$ cat config.mk
export PLATFORM = sky130hd
export DESIGN_NAME = dram_init_responder_flat
export DESIGN_NICKNAME = d
export VERILOG_FILES = /design/src/rtl/dram_init_responder_pkg.sv /design/src/rtl/dram_init_responder_if.sv /design/src/rtl/dram_init_responder_cmd_decode.sv /design/src/rtl/dram_init_responder.sv /design/src/flat_wrapper.sv
export SDC_FILE = /design/constraint.sdc
export NUM_CORES = 1
export LEC_CHECK = 0
export CORE_AREA = 2 2 69 71
export DETAILED_ROUTE_END_ITERATION = 10
export DIE_AREA = 0 0 71 73
export GPL_ROUTABILITY_DRIVEN = 0
export PLACE_DENSITY = 0.72
export SLEW_MARGIN = 20
export SYNTH_ARGS = -nofsm -noshare
export SYNTH_HDL_FRONTEND = slang
export SYNTH_SLANG_ARGS = --single-unit
export TNS_END_PERCENT = 10
$ cat constraint.sdc
create_clock -name CLK -period 2.2 [get_ports CLK]
set_input_delay 0.44 -clock CLK [delete_from_list [all_inputs] [get_ports CLK]]
set_output_delay 0.44 -clock CLK [all_outputs]
set_load 0.02 [all_outputs]
$ cat src/rtl/dram_init_responder_pkg.sv
// Shared types and constants for the DDR4 init responder.
// Holds the responder state encoding, decoded command and error types,
// default JEDEC-style timing values and the mode-register load order.
package dram_init_responder_pkg;

  // Default timing in controller clock cycles. Benches override these
  // through the top-level parameters.
  localparam int tXPR     = 24;
  localparam int tMOD     = 24;
  localparam int tZQinitc = 1024;

  // Responder state. This is a plain logic vector with named constants so
  // that older code comparing against raw encodings keeps working.
  typedef logic [2:0] dram_dev_state_t;
  localparam dram_dev_state_t D_RESET    = 3'd0;
  localparam dram_dev_state_t D_CKE_WAIT = 3'd1;
  localparam dram_dev_state_t D_XPR      = 3'd2;
  localparam dram_dev_state_t D_MRS      = 3'd3;
  localparam dram_dev_state_t D_ZQ       = 3'd4;
  localparam dram_dev_state_t D_READY    = 3'd5;
  localparam dram_dev_state_t D_ERROR    = 3'd6;

  typedef enum logic [2:0] {
    C_DES,
    C_NOP,
    C_MRS,
    C_ZQ,
    C_ILLEGAL
  } dram_cmd_t;

  typedef enum logic [2:0] {
    ERR_NONE,
    ERR_TIMING,
    ERR_ORDER,
    ERR_ILLEGAL,
    ERR_CKE
  } dram_err_t;

  // Mode registers must be written MR3,MR6,MR5,MR4,MR2,MR1,MR0. Entry 7 is a
  // sentinel: MR index 7 always decodes as illegal, so once all seven are
  // loaded any further MRS fails the order comparison.
  localparam logic [2:0] MRS_ORDER [8] = '{
    3'd3, 3'd6, 3'd5, 3'd4, 3'd2, 3'd1, 3'd0, 3'd7
  };

endpackage

$ cat src/rtl/dram_init_responder_if.sv
// Controller-to-DRAM command pin bundle.
// master: controller side, drives every pin.
// slave : device side (responder), samples every pin.
// Pins: mem_reset_n, cke, cs_n, act_n, ras_n, cas_n, we_n, bg[1:0], ba[1:0], a10.
interface dram_init_responder_if;
  logic       mem_reset_n;
  logic       cke;
  logic       cs_n;
  logic       act_n;
  logic       ras_n;
  logic       cas_n;
  logic       we_n;
  logic [1:0] bg;
  logic [1:0] ba;
  logic       a10;

  modport master (
    output mem_reset_n, cke, cs_n, act_n, ras_n, cas_n, we_n, bg, ba, a10
  );

  modport slave (
    input mem_reset_n, cke, cs_n, act_n, ras_n, cas_n, we_n, bg, ba, a10
  );
endinterface

$ cat src/rtl/dram_init_responder_cmd_decode.sv
// Combinational DDR4 command decoder for the init responder.
// Inputs : cs_n, act_n, ras_n, cas_n, we_n, bg[1:0], ba[1:0]
// Outputs: cmd_type (DES/NOP/MRS/ZQ/ILLEGAL), mr_idx = {bg[0], ba}
module dram_init_responder_cmd_decode
  import dram_init_responder_pkg::*;
(
  input  logic       cs_n,
  input  logic       act_n,
  input  logic       ras_n,
  input  logic       cas_n,
  input  logic       we_n,
  input  logic [1:0] bg,
  input  logic [1:0] ba,
  output dram_cmd_t  cmd_type,
  output logic [2:0] mr_idx
);

  // Only bg[0] takes part in the MR index; bg[1] is a don't-care here.
  logic unused_bg1;
  assign unused_bg1 = bg[1];

  assign mr_idx = {bg[0], ba};

  // Deselect dominates; with chip select active, act_n low is an ACTIVATE,
  // which has no place in the init sequence and is treated as illegal.
  always_comb begin
    cmd_type = C_ILLEGAL;
    if (cs_n) begin
      cmd_type = C_DES;
    end else if (act_n) begin
      case ({ras_n, cas_n, we_n})
        3'b111:  cmd_type = C_NOP;
        3'b000:  cmd_type = (mr_idx == 3'd7) ? C_ILLEGAL : C_MRS;
        3'b110:  cmd_type = C_ZQ;
        default: cmd_type = C_ILLEGAL;
      endcase
    end
  end

endmodule

$ cat src/rtl/dram_init_responder.sv
// Device-side DDR4 power-up/initialisation responder and protocol checker.
// Tracks the init sequence (CKE rise, tXPR, seven MRS in fixed order with
// tMOD spacing, ZQCL, tZQinit) and reports ready or the first error seen.
// Ports:
//   CLK, nRST  : clock, asynchronous active-low reset
//   cmd        : command pin bundle (slave modport)
//   dev_state  : current responder state (direct register view)
//   mr_loaded  : bit i set once MRi has been accepted
//   ready      : init sequence complete
//   err        : sticky error flag
//   err_code   : cause of the first error, ERR_NONE while err is low
module dram_init_responder
  import dram_init_responder_pkg::*;
#(
  parameter int T_XPR    = tXPR,
  parameter int T_MOD    = tMOD,
  parameter int T_ZQINIT = tZQinitc,
  parameter int CNT_W    = 12
) (
  input  logic                  CLK,
  input  logic                  nRST,
  dram_init_responder_if.slave  cmd,
  output dram_dev_state_t       dev_state,
  output logic [6:0]            mr_loaded,
  output logic                  ready,
  output logic                  err,
  output dram_err_t             err_code
);

  // gcnt holds (cycles since reference event) - 1, so "at least T cycles
  // later" is gcnt >= T-1.
  localparam logic [CNT_W-1:0] XPR_MIN = CNT_W'(T_XPR - 1);
  localparam logic [CNT_W-1:0] MOD_MIN = CNT_W'(T_MOD - 1);
  localparam logic [CNT_W-1:0] ZQ_END  = CNT_W'(T_ZQINIT - 1);

  dram_dev_state_t  state, state_nxt;
  logic [CNT_W-1:0] gcnt;
  logic             gcnt_clr;
  logic [2:0]       ptr, ptr_nxt;
  logic [6:0]       mr_nxt;
  logic             err_hit;
  dram_err_t        err_sel;
  dram_cmd_t        cmd_type;
  logic [2:0]       mr_idx;
  logic             gap_ok;

  dram_init_responder_cmd_decode u_decode (
    .cs_n     (cmd.cs_n),
    .act_n    (cmd.act_n),
    .ras_n    (cmd.ras_n),
    .cas_n    (cmd.cas_n),
    .we_n     (cmd.we_n),
    .bg       (cmd.bg),
    .ba       (cmd.ba),
    .cmd_type (cmd_type),
    .mr_idx   (mr_idx)
  );

  assign dev_state = state;

  // The first MRS is measured from the CKE rise, later ones from the
  // previous MRS.
  assign gap_ok = (ptr == 3'd0) ? (gcnt >= XPR_MIN) : (gcnt >= MOD_MIN);

  // Next-state and check logic. A CKE drop is reported ahead of any command
  // fault seen in the same cycle; an error always diverts to D_ERROR.
  always_comb begin
    state_nxt = state;
    gcnt_clr  = 1'b0;
    ptr_nxt   = ptr;
    mr_nxt    = mr_loaded;
    err_hit   = 1'b0;
    err_sel   = ERR_NONE;

    case (state)
      D_RESET: begin
        state_nxt = D_CKE_WAIT;
      end

      D_CKE_WAIT: begin
        if (cmd.cke) begin
          state_nxt = D_XPR;
          gcnt_clr  = 1'b1;
        end
      end

      D_XPR, D_MRS: begin
        if (!cmd.cke) begin
          err_hit = 1'b1;
          err_sel = ERR_CKE;
        end else begin
          case (cmd_type)
            C_DES, C_NOP: begin
              if (state == D_XPR && gcnt >= XPR_MIN) state_nxt = D_MRS;
            end
            C_MRS: begin
              if (!gap_ok) begin
                err_hit = 1'b1;
                err_sel = ERR_TIMING;
              end else if (mr_idx != MRS_ORDER[ptr]) begin
                err_hit = 1'b1;
                err_sel = ERR_ORDER;
              end else begin
                mr_nxt    = mr_loaded | (7'd1 << mr_idx);
                ptr_nxt   = ptr + 3'd1;
                gcnt_clr  = 1'b1;
                state_nxt = D_MRS;
              end
            end
            C_ZQ: begin
              err_hit = 1'b1;
              if (state == D_XPR) begin
                err_sel = ERR_ILLEGAL;
              end else if (ptr != 3'd7) begin
                err_sel = ERR_ORDER;
              end else if (!cmd.a10) begin
                err_sel = ERR_ILLEGAL;
              end else if (gcnt < MOD_MIN) begin
                err_sel = ERR_TIMING;
              end else begin
                err_hit   = 1'b0;
                gcnt_clr  = 1'b1;
                state_nxt = D_ZQ;
              end
            end
            default: begin
              err_hit = 1'b1;
              err_sel = ERR_ILLEGAL;
            end
          endcase
        end
      end

      D_ZQ: begin
        if (!cmd.cke) begin
          err_hit = 1'b1;
          err_sel = ERR_CKE;
        end else if (cmd_type != C_DES && cmd_type != C_NOP) begin
          err_hit = 1'b1;
          err_sel = ERR_TIMING;
        end else if (gcnt == ZQ_END) begin
          state_nxt = D_READY;
        end
      end

      D_READY: state_nxt = D_READY;
      D_ERROR: state_nxt = D_ERROR;
      default: state_nxt = D_RESET;
    endcase

    if (err_hit) state_nxt = D_ERROR;
  end

  // State registers. The sampled DRAM RESET_n acts like a synchronous reset
  // and overrides whatever command arrives in the same cycle. Errors can only
  // be raised outside D_ERROR, so the first cause stays latched.
  always_ff @(posedge CLK or negedge nRST) begin
    if (!nRST) begin
      state     <= D_RESET;
      gcnt      <= '0;
      ptr       <= 3'd0;
      mr_loaded <= 7'd0;
      ready     <= 1'b0;
      err       <= 1'b0;
      err_code  <= ERR_NONE;
    end else if (!cmd.mem_reset_n) begin
      state     <= D_RESET;
      gcnt      <= '0;
      ptr       <= 3'd0;
      mr_loaded <= 7'd0;
      ready     <= 1'b0;
      err       <= 1'b0;
      err_code  <= ERR_NONE;
    end else begin
      state     <= state_nxt;
      ptr       <= ptr_nxt;
      mr_loaded <= mr_nxt;
      if (gcnt_clr)   gcnt <= '0;
      else if (~&gcnt) gcnt <= gcnt + 1'b1;
      if (err_hit) begin
        err      <= 1'b1;
        err_code <= err_sel;
        ready    <= 1'b0;
      end else if (state_nxt == D_READY) begin
        ready <= 1'b1;
      end
    end
  end

endmodule

$ cat src/flat_wrapper.sv
// flat-port wrapper written by rule: the top's interface ports become plain ports
module dram_init_responder_flat import dram_init_responder_pkg::*;
#(
  parameter int T_XPR    = tXPR,
  parameter int T_MOD    = tMOD,
  parameter int T_ZQINIT = tZQinitc,
  parameter int CNT_W    = 12
)
  (CLK, nRST, dev_state, mr_loaded, ready, err, err_code, cmd_mem_reset_n, cmd_cke, cmd_cs_n, cmd_act_n, cmd_ras_n, cmd_cas_n, cmd_we_n, cmd_bg, cmd_ba, cmd_a10);
  dram_init_responder_if cmd_i ();
  input  logic CLK;
  input  logic nRST;
  output dram_dev_state_t dev_state;
  output logic [6:0] mr_loaded;
  output logic ready;
  output logic err;
  output dram_err_t err_code;
  input wire logic [$bits(cmd_i.mem_reset_n)-1:0] cmd_mem_reset_n;
  input wire logic [$bits(cmd_i.cke)-1:0] cmd_cke;
  input wire logic [$bits(cmd_i.cs_n)-1:0] cmd_cs_n;
  input wire logic [$bits(cmd_i.act_n)-1:0] cmd_act_n;
  input wire logic [$bits(cmd_i.ras_n)-1:0] cmd_ras_n;
  input wire logic [$bits(cmd_i.cas_n)-1:0] cmd_cas_n;
  input wire logic [$bits(cmd_i.we_n)-1:0] cmd_we_n;
  input wire logic [$bits(cmd_i.bg)-1:0] cmd_bg;
  input wire logic [$bits(cmd_i.ba)-1:0] cmd_ba;
  input wire logic [$bits(cmd_i.a10)-1:0] cmd_a10;
  assign cmd_i.mem_reset_n = cmd_mem_reset_n;
  assign cmd_i.cke = cmd_cke;
  assign cmd_i.cs_n = cmd_cs_n;
  assign cmd_i.act_n = cmd_act_n;
  assign cmd_i.ras_n = cmd_ras_n;
  assign cmd_i.cas_n = cmd_cas_n;
  assign cmd_i.we_n = cmd_we_n;
  assign cmd_i.bg = cmd_bg;
  assign cmd_i.ba = cmd_ba;
  assign cmd_i.a10 = cmd_a10;
  dram_init_responder #(.T_XPR(T_XPR), .T_MOD(T_MOD), .T_ZQINIT(T_ZQINIT), .CNT_W(CNT_W)) u_core (.CLK(CLK), .nRST(nRST), .cmd(cmd_i), .dev_state(dev_state), .mr_loaded(mr_loaded), .ready(ready), .err(err), .err_code(err_code));
endmodule
==> impl_metrics.env <==
export IMPL_cts_hold_buf=0
export IMPL_diodes=0
export IMPL_synthMuxAreaShare_pct=2.19
export IMPL_globalRouteOverflowTotal=0
export IMPL_ys_seq_area_share_pct=41.2
export IMPL_rsz0062_at_grt="true"
export IMPL_critPathLaunchType="register"
export IMPL_dp_hpwl_um=3020
export IMPL_ys_warn_count=0
export IMPL_vdd_drop_max_mv=0.359
export IMPL_cap_violations=0
export IMPL_fin_crit_ns=2.21
export IMPL_cts_tree="built"
export IMPL_ys_ff_latch=30
export IMPL_crit_buf_inv=3
export IMPL_setup_viol=1
export IMPL_avgSynthCellArea_um2=9.08
export IMPL_path_cells="buf_6 > xnor2_1 > or3_1 > a211oi_2 > buf_4 > a21oi_1 > a211o_1 > buf_4 > o21a_1"
export IMPL_die_h_um=73
export IMPL_path_clk_slew_ns=0.06
export IMPL_multi_input_area_mm2=0.00109
export IMPL_areaGrowthSynthToFinish_pct=38.5
export IMPL_cellLeakagePower_nw=1.12
export IMPL_synthXorXnorAreaFrac_pct=4.80
export IMPL_synthTopCellsByArea="dfrtp_1 41%, nor2_1 4.7%, o21a_1 3.7%, and3_1 3.1%, xnor2_1 2.9%"
export IMPL_synthSimpleGateAreaFrac_pct=27.2
export IMPL_violations="negative setup slack"
export IMPL_grt_pass1_wl_um=7070
export IMPL_skew_ns=0.00592
export IMPL_clock_sinks=30
export IMPL_p_per_area_mw_per_mm2=663
export IMPL_first_global_vias=1588
export IMPL_fp_dieArea_mm2=0.00518
export IMPL_synth_top_area_share_pct=41.2
export IMPL_critPathLaunch="u_core.ptr[0]"
export IMPL_netlist_instances=201
export IMPL_grt_max_degree=31
export IMPL_worstSetupPathType="reg2reg"
export IMPL_crit_arrival_ns=2.38
export IMPL_worstSkewPairLatency_ns=0.28
export IMPL_num_rows=25
export IMPL_cts_made_buffers=5
export IMPL_viasPerCell=5.40
export IMPL_drtIter0Drc=176
export IMPL_hold_path_class="reg2reg"
export IMPL_cpMostUsedCell="buf_4"
export IMPL_synth_edf_count=0
export IMPL_hp_start="u_core.mr_loaded[3]"
export IMPL_clk_path_buf_depth=2
export IMPL_dp_cells=296
export IMPL_netlist_area_mm2=0.00182
export IMPL_synth_adder_area_share_pct=2.74
export IMPL_antenna_found_initial=0
export IMPL_avgRoutedWirePerCell_um=14.1
export IMPL_dieWidth_um=71
export IMPL_htreeDepth=2
export IMPL_cts_root_buf="clkbuf_8"
export IMPL_path_max_fanout=4
export IMPL_grt_usage_pct=17.3
export IMPL_io_pins=29
export IMPL_final_cells=309
export IMPL_fill_cells=380
export IMPL_timing_rr_start="u_core.ptr[0]"
export IMPL_syn_num_nets=219
export IMPL_hold_viol=0
export IMPL_reg2reg_depth=9
export IMPL_async_reset_ff_share_pct=100
export IMPL_end_kind="register"
export IMPL_worst_pin_slew_ns=0.474
export IMPL_fin_ws_ns=-0.0112
export IMPL_path_depth=9
export IMPL_yosys_area_top_type="dfrtp_1"
export IMPL_cpLargestDelayFamily="compound AO/OA/AOI/OAI gates"
export IMPL_synth_top_family_by_area="simple AND/OR/NAND/NOR gates"
export IMPL_fmaxAchievable_mhz=452
export IMPL_critPathSlowestCell="dfrtp_1"
export IMPL_drv_slew=0
export IMPL_vias=1670
export IMPL_synth_compound_area_share_pct=17.3
export IMPL_io_buffers=27
export IMPL_worstPathRequired_ns=2.37
export IMPL_ys_flop_type="dfrtp_1"
export IMPL_post_route_drc_count=0
export IMPL_synth_top_cells_by_count="30 x dfrtp_1, 23 x nor2_1, 12 x nand2_1"
export IMPL_synth_distinct_cells=45
export IMPL_drive_above_1_share_pct=21.6
export IMPL_hold_depth=1
export IMPL_utilization_pct=55.7
export IMPL_regArea_um2=751
export IMPL_status="finished with violations"
export IMPL_core_mm2=0.00454
export IMPL_drt_total_wl_um=4360
export IMPL_relSlewSlack_pct=68.3
export IMPL_dr_pass1_iters=5
export IMPL_ant_nets=0
export IMPL_layout_nets=274
export IMPL_start_util_pct=40.2
export IMPL_post_route_period_util_pct=101
export IMPL_cpPeakStageDelay_ns=0.40
export IMPL_yosysMostFrequentCell="dfrtp_1"
[power breakdown]
group / switching [W] / total [W] / internal (W)
clock network: 0.000183 / 0.000423 / 0.000240
logic: 0.000315 / 0.000594 / 0.000279
registers: 0.0000546 / 0.000659 / 0.000604
[layout by cell type, fill, tap and decap left out, types with 5 or more instances in the layout]
cell type / Yosys / layout
dfrtp_1: 30 / 30
a21oi_1: 9 / 8
nor2_1: 23 / 23
buf_6: 2 / 5
dlygate4sd2_1: 0 / 6
nor3b_1: 5 / 5
clkdlybuf4s50_1: 0 / 21
xnor2_1: 6 / 6
and3_1: 9 / 9
clkbuf_8: 0 / 6
nand2_1: 12 / 12
nand4_1: 5 / 5
inv_1: 8 / 7
nor3_1: 7 / 6
o21ai_0: 7 / 6
nand3_1: 9 / 8
buf_4: 1 / 24
o21a_1: 9 / 9
nor2b_1: 5 / 5
[routing by layer]
metal	up-vias	part of all wire [%]	track usage, %
met2	42	47	28.1
met5	-	0	0
met3	5	4.7	4.28
li1	836	-	-
met1	787	46	22.2
met4	0	1.4	6.71
[through the flow]
stage,total power [W],instance area (um2),worst slack (ns),TNS (ns),hold WS (ns)
after detailed placement,0.00123,2280,-0.384,-9.31,0.483
after global placement,0.00123,2280,-0.371,-9.01,0.476
after global routing,0.00178,2530,-0.0805,-0.637,0.513
after CTS,0.00166,2440,0.000447,0,0.488
final,0.00168,2530,-0.0112,-0.0112,0.490
after floorplan,0.000980,1820,0.0612,0,0.144
[repair_timing]
action / 4_1_cts / 5_1_grt
gates resized for setup: 15 / 14
pin swaps: 8 / 7
gates cloned: 1 / 0
buffers inserted: 5 / 1
hold endpoints to repair: 0 / 0
setup endpoints to repair: 23 / 29
[worst reg2reg max path, stage by stage (launching register included)]
cell      delay [ns]
dfrtp_1         0.40
buf_6           0.13
xnor2_1         0.13
or3_1           0.32
a211oi_2        0.28
buf_4           0.16
a21oi_1         0.06
a211o_1         0.29
buf_4           0.17
o21a_1          0.16
[kinds of logic (layout without fill, tap and decap cells)]
kind of cell / count (synthesis) / in the layout
AND/OR/NAND/NOR: 90 / 90
multiplexers: 4 / 4
XOR/XNOR: 10 / 10
adder cells (fa/ha/maj): 4 / 4
AO/OA/AOI/OAI: 46 / 46
buffers and inverters: 17 / 71
flip-flops: 30 / 30
[registers in the layout (all words and copies together) (netlist names)]
signal	count
u_core.err	1
u_core.mr_loaded	7
u_core.err_code	3
u_core.dev_state	3
u_core.ptr	3
u_core.ready	1
u_core.gcnt	12
[cell type report]
| type | instances | area share (%) |
|---|---|---|
| flip-flops and latches | 30 | 29.7 |
| clock buffers | 6 | 3.27 |
| repair buffers | 57 | 20.0 |
| multi-input cells | 154 | 43.2 |
| inverters | 8 | 1.19 |
| well taps | 54 | 2.67 |
[final timing paths]
kind	end	slack, ns
max in group asynchronous	u_core.gcnt[6]	1.38
min	u_core.mr_loaded[3]	0.49
max	u_core.err	-0.01
min reg2reg	u_core.mr_loaded[3]	0.49
max reg2reg	u_core.err	-0.01
min in group asynchronous	u_core.ptr[0]	0.55
Note: power is estimated with default switching activity, not from simulation.
